$ cat src/rtl/oci_trace_pkg.sv
// Shared types and constants for the OCI trace monitor: FSM state encoding and
// counter saturation limits.
package oci_trace_pkg;

    localparam int unsigned STATE_W = 2;

    typedef enum logic [STATE_W-1:0] {
        StCapture = 2'd0,
        StDrain   = 2'd1,
        StDone    = 2'd2,
        StError   = 2'd3
    } state_e;

    localparam logic [15:0] FRAME_SAT = 16'hFFFF;
    localparam logic [7:0]  DROP_SAT  = 8'hFF;

endpackage

$ cat src/rtl/oci_trace_fifo.sv
// Synchronous FIFO with extra-MSB pointers; the head entry is presented straight from the
// storage registers and reads as zero while empty.
module oci_trace_fifo #(
    parameter int unsigned WIDTH = 30,
    parameter int unsigned DEPTH = 16
) (
    input  logic                       clk,
    input  logic                       reset,
    input  logic                       push_i,
    input  logic [WIDTH-1:0]           wdata_i,
    input  logic                       pop_i,
    output logic                       full_o,
    output logic                       empty_o,
    output logic [$clog2(DEPTH):0]     count_o,
    output logic                       valid_o,
    output logic [WIDTH-1:0]           rdata_o
);

    localparam int unsigned AW = $clog2(DEPTH);

    logic [AW:0]       wptr_q, wptr_d;
    logic [AW:0]       rptr_q, rptr_d;
    logic [WIDTH-1:0]  mem_q [DEPTH];
    logic              push_ok;
    logic              pop_ok;

    always_comb begin
        empty_o = (wptr_q == rptr_q);
        full_o  = (wptr_q[AW] != rptr_q[AW]) && (wptr_q[AW-1:0] == rptr_q[AW-1:0]);
        count_o = wptr_q - rptr_q;
        pop_ok  = pop_i && !empty_o;
        // A pop frees the slot the push lands in, so full + pop still accepts.
        push_ok = push_i && (!full_o || pop_ok);
        wptr_d  = push_ok ? wptr_q + 1'b1 : wptr_q;
        rptr_d  = pop_ok  ? rptr_q + 1'b1 : rptr_q;
        valid_o = !empty_o;
        rdata_o = empty_o ? '0 : mem_q[rptr_q[AW-1:0]];
    end

    always_ff @(posedge clk) begin
        if (reset) begin
            wptr_q <= '0;
            rptr_q <= '0;
        end else begin
            wptr_q <= wptr_d;
            rptr_q <= rptr_d;
        end
    end

    always_ff @(posedge clk) begin
        if (push_ok) begin
            mem_q[wptr_q[AW-1:0]] <= wdata_i;
        end
    end

endmodule

$ cat src/rtl/oci_trace_monitor.sv
// OCI debug-trace capture monitor: commit detect, frame FIFO, counters and test-end FSM.
// Optional stored even parity per entry when OCI_TRACE_PARITY_EN is defined.
module oci_trace_monitor
    import oci_trace_pkg::*;
#(
    parameter int unsigned DATA_W    = 30,
    parameter int unsigned CNT_W     = 4,
    parameter int unsigned FRAME_CNT = 15,
    parameter int unsigned DEPTH     = 16
) (
    input  logic               clk,
    input  logic               reset,
    input  logic [DATA_W-1:0]  dct_buffer,
    input  logic [CNT_W-1:0]   dct_count,
    input  logic               test_ending,
    input  logic               test_has_ended,
    input  logic               rd_ready,
    output logic               rd_valid,
    output logic [DATA_W-1:0]  rd_data,
    output logic               rd_parity_err,
    output logic [15:0]        frame_count,
    output logic [7:0]         drop_count,
    output logic               overflow,
    output logic               late_frame,
    output logic [STATE_W-1:0] state,
    output logic               done,
    output logic               error
);

    localparam int unsigned AW = $clog2(DEPTH);
`ifdef OCI_TRACE_PARITY_EN
    localparam int unsigned FIFO_W = DATA_W + 1;
`else
    localparam int unsigned FIFO_W = DATA_W;
`endif

    state_e      state_q, state_d;
    logic        match_q, match_d;
    logic [15:0] frame_count_q, frame_count_d;
    logic [7:0]  drop_count_q, drop_count_d;
    logic        overflow_q, overflow_d;
    logic        late_frame_q, late_frame_d;

    logic              commit, capture, push, pop, drop, empty_after_pop;
    logic              fifo_full, fifo_empty, fifo_valid;
    logic [AW:0]       fifo_count;
    logic [FIFO_W-1:0] fifo_wdata, fifo_rdata;

    always_comb begin
        match_d = (dct_count == CNT_W'(FRAME_CNT));
        commit  = match_d && !match_q;
        capture = (state_q == StCapture);
        push    = commit && capture;
        pop     = fifo_valid && rd_ready;
        drop    = push && fifo_full && !pop;
        empty_after_pop = fifo_empty || ((fifo_count == {{AW{1'b0}}, 1'b1}) && pop);
    end

`ifdef OCI_TRACE_PARITY_EN
    assign fifo_wdata    = {^dct_buffer, dct_buffer};
    assign rd_parity_err = fifo_valid && (fifo_rdata[DATA_W] != ^fifo_rdata[DATA_W-1:0]);
`else
    assign fifo_wdata    = dct_buffer;
    assign rd_parity_err = 1'b0;
`endif

    oci_trace_fifo #(
        .WIDTH (FIFO_W),
        .DEPTH (DEPTH)
    ) u_fifo (
        .clk     (clk),
        .reset   (reset),
        .push_i  (push),
        .wdata_i (fifo_wdata),
        .pop_i   (pop),
        .full_o  (fifo_full),
        .empty_o (fifo_empty),
        .count_o (fifo_count),
        .valid_o (fifo_valid),
        .rdata_o (fifo_rdata)
    );

    always_comb begin
        state_d       = state_q;
        frame_count_d = frame_count_q;
        drop_count_d  = drop_count_q;
        overflow_d    = overflow_q;
        late_frame_d  = late_frame_q;

        if (push && (frame_count_q != FRAME_SAT)) frame_count_d = frame_count_q + 16'd1;
        if (drop && (drop_count_q != DROP_SAT))   drop_count_d  = drop_count_q + 8'd1;
        if (drop)                                 overflow_d    = 1'b1;
        if (commit && !capture)                   late_frame_d  = 1'b1;

        unique case (state_q)
            StCapture: begin
                // A same-cycle push leaves an entry behind, so it counts as not drained.
                if (test_has_ended) state_d = (empty_after_pop && !push) ? StDone : StError;
                else if (test_ending) state_d = StDrain;
            end
            StDrain: begin
                if (test_has_ended) state_d = empty_after_pop ? StDone : StError;
            end
            StDone:  state_d = StDone;
            StError: state_d = StError;
            default: state_d = StCapture;
        endcase
    end

    always_ff @(posedge clk) begin
        if (reset) begin
            state_q       <= StCapture;
            match_q       <= 1'b0;
            frame_count_q <= '0;
            drop_count_q  <= '0;
            overflow_q    <= 1'b0;
            late_frame_q  <= 1'b0;
        end else begin
            state_q       <= state_d;
            match_q       <= match_d;
            frame_count_q <= frame_count_d;
            drop_count_q  <= drop_count_d;
            overflow_q    <= overflow_d;
            late_frame_q  <= late_frame_d;
        end
    end

    assign rd_valid    = fifo_valid;
    assign rd_data     = fifo_rdata[DATA_W-1:0];
    assign frame_count = frame_count_q;
    assign drop_count  = drop_count_q;
    assign overflow    = overflow_q;
    assign late_frame  = late_frame_q;
    assign state       = state_q;
    assign done        = (state_q == StDone);
    assign error       = (state_q == StError);

endmodule

$ cat config.mk
export PLATFORM = sky130hd
export DESIGN_NAME = oci_trace_monitor
export DESIGN_NICKNAME = d
export VERILOG_FILES = /design/src/rtl/oci_trace_pkg.sv /design/src/rtl/oci_trace_fifo.sv /design/src/rtl/oci_trace_monitor.sv
export SDC_FILE = /design/constraint.sdc
export NUM_CORES = 1
export LEC_CHECK = 0
export CAP_MARGIN = 15
export CORE_MARGIN = 2
export CORE_UTILIZATION = 55
export CTS_BUF_LIST = sky130_fd_sc_hd__clkbuf_8 sky130_fd_sc_hd__clkbuf_16
export DETAILED_ROUTE_END_ITERATION = 8
export PLACE_DENSITY_LB_ADDON = 0.08
export SYNTH_ARGS = -nofsm -noshare
export SYNTH_HDL_FRONTEND = slang
export SYNTH_HIERARCHICAL = 1
export SYNTH_SLANG_ARGS = --single-unit
$ cat constraint.sdc
create_clock -name clk -period 4.1 [get_ports clk]
set_input_delay 1.23 -clock clk [delete_from_list [all_inputs] [get_ports clk]]
set_output_delay 1.23 -clock clk [all_outputs]
set_load 0.05 [all_outputs]
==> results.md <==
- Hold Fails Final Rpt: 0
- DRC: 0
- Fin Setup TNS: 0 ns
- DRT Pass-1 Iters: 5
- Synth area leader: edfxtp_1
- Root Driver: clkbuf_16
- Setup violators final: 0
- Hold Path Sink: overflow
- Die area: 39180 um2
- Seq cells post-synth: 523
- Cell variety after synth: 59
- Clock latency on the worst-skew pair: 0.59 ns
- Sequential element share of the synthesized area: 73.84%
- Core Region: 37310 um2
- Dpl ws: 0.3524 ns
- Row count: 71
- Clock sink count: 523
- RSZ-0062 raised after global routing: no
- Worst-path maximum fanout: 28
- Reg2Reg Depth: 12
- First-pass GRT wire length: 66000 um
- Commonest cells in the synthesized netlist: 480 x edfxtp_1, 114 x mux4_2, 43 x dfxtp_1, 38 x nor2b_1
- Nets: 1237
- Leakage: 7.794 nW
- Critical path class: reg2out
- Critical R2R Launch: u_fifo/wptr_q[0]
- Final min period: 3.991 ns
- CP endpoint kind: output pin
- Hold Crit Class: reg2reg
- Critical path launch point type: flop
- EDFF count, synth: 480
- CTS Buffer Depth: 3
- Tot GR Track Use: 23.23%
- Top area cells in the synthesized netlist: edfxtp_1 70%, mux4_2 12%, dfxtp_1 4.2%
- IO Count: 101
- Initial core utilization: 55.45%
- Status: complete, no violations
- CTS Buf Count: 50
- Critical path arrival: 2.76 ns
- Worst Tran Pin Value: 0.6429 ns
- Post-synth ARST share: 0%
- Syn avg cell area: 20.36 um2
- Post-synth top area share: 69.67%
- Post-route setup slack: 0.1089 ns
- Post-Syn Area: 20690 um2
- Most common cell in the synthesized netlist: edfxtp_1
- Antenna-violating nets left: 0
- Maximum VDD drop: 0.3410 mV
- I/O Buffers: 99
- DR iter-0 viols: 788
- H-Tree Depth: 2
- Detailed placer's ending HPWL: 25860 um
- Overflow after GRT: 0
- Largest net degree at the start of global routing: 63
- Max-Slew Margin vs Limit: 56.81%
- Die Wd: 197.9 um
- Post-DR wirelength/cell: 25.96 um
- Mapped Cells: 1016
- DR vias: 10424
- Worst EP required: 2.87 ns
- Routed wire length: 44200 um
- Hold Path Depth: 2
- Peak Freq: 250.6 MHz
- Power Total: 10.36 mW
- Hold Path Origin: overflow
- Via/cell ratio: 6.121
- Register-to-register setup slack: 1.20 ns
- Max Slew Vio Count: 0
- Maxcap violations: 0
- Clk pin slew, worst setup/hold paths: 0.06 ns
- Fin crit share: 97.34%
- Initial antenna violation count: 1
- Vias in the first global route: 10493
- Placer Congestion: 0.7756
- CTS tree: done
- Top FF cell, synth: edfxtp_1
- Layout Skew: 0.01680 ns
- Synthesis-to-finish area growth: 18.69%
- Reg-to-Reg End: u_fifo/mem_q[4][9]
- Die H: 197.9 um
- Yosys warns: 6
- Layout cells sized above 1: 28.83%
- Synthesized net count: 1067
- PwrDens: 421.9 nW/um2
stage by stage:
step | hold slack [ns] | cells | utilization (%) | cell area, um2
6_report | 0.4550 | 1703 | 65.81 | 24550
3_5_place_dp | 0.4424 | 1595 | 61.05 | 22780
4_1_cts | 0.4536 | 1700 | 65.66 | 24500
5_1_grt | 0.4878 | 1702 | 65.80 | 24550
2_1_floorplan | 0.4864 | 1016 | - | 20690
3_3_place_gp | 0.4434 | 1595 | 61.05 | 22780
state kept, by name (all words and copies together) (netlist names), named ones only:
register and count:
state 2, late_frame 1, frame_count 16, u_fifo/mem_q 480, u_fifo/rptr_q 5, u_fifo/wptr_q 5, match_q 1, overflow 1
drop_count 8
routing by layer:
layer	wire, um	vias up	track usage (%)
met5	0	-	0
met4	995	0	6.572
met3	2464	67	4.463
met2	21630	309	36.88
met1	19120	5465	33.41
li1	-	4583	-
worst max-delay path by stage:
stage                                start             endpoint  slack (ns)  cells past startpoint
after CTS                 u_fifo/wptr_q[0]           rd_data[8]       0.002                     10
after detailed placement  u_fifo/wptr_q[0]           rd_data[3]        0.35                      7
final                                 flop          rd_data[28]        0.11                      5
after global routing      u_fifo/wptr_q[0]          rd_data[16]       0.004                     10
after floorplan               dct_count[2]  u_fifo/mem_q[11][0]        0.57                      7
after global placement    u_fifo/wptr_q[0]          rd_data[10]        0.43                      7
cell families after synthesis:
logic type | Yosys count | synth area share, %
and+or+nand+nor | 162 | 4.633
other | 1 | 0.01813
muxes | 160 | 15.33
xor gates and xnor gates | 10 | 0.4234
AOI/OAI and AO/OA | 84 | 3.169
buffers and inverters | 64 | 1.826
adders and majority gates | 12 | 0.7621
DFF | 523 | 73.84
report_power, final:
group          switching [mW]  internal (mW)  leakage (nW)  total (mW)
clock network            1.92           2.40         0.807        4.32
registers             0.00582           5.82          4.66        5.83
logic                   0.135         0.0765          2.32       0.212
total                    2.06           8.30          7.79        10.4
placed cells by master (no fill, tap or decap), drive strengths merged, types with 2 or more instances in the layout:
cell,count
mux4,120
clkdlybuf4s50,69
a21o,2
nand2b,4
nor4,2
xor2,5
inv,28
mux2,37
or4b,3
nor3,5
edfxtp,480
dfxtp,43
o41ai,6
a221o,30
nor2,36
o21ai,7
a211oi,5
mux2i,3
clkbuf,53
o31a,2
or3,3
a311oi,2
o211ai,2
nand3,11
xnor2,5
and2,6
nand2,9
buf,97
ha,11
and4,7
or2,2
or4,8
clkinv,26
bufinv,2
a21oi,20
o31ai,4
and3,14
nor2b,38
nand4,10
layout make-up:
class | count | area [um2]
tap | 474 | 593.1
clock inverter | 41 | 252.7
timing repair buffer | 166 | 1946
inverter | 15 | 56.30
antenna | 1 | 2.502
sequential | 523 | 15290
multi-input combinational | 430 | 5122
clock buffer | 53 | 1292
fill | 2482 | 12760
critical path: stages (launching register included):
cell and delay (ns):
dfxtp_4 0.49, buf_12 0.26, mux4_1 0.59, mux2_2 0.30, a221o_1 0.32, buf_4 0.19
timing repair:
item | in CTS | in global routing
hold buffers | 0 | 0
buffers inserted | 9 | 2
pin swaps | 5 | 1
resized for setup | 10 | 10
gates cloned | 2 | 0
endpoints found under the setup margin | 31 | 30
No activity file was read; power rests on OpenSTA's default activity.
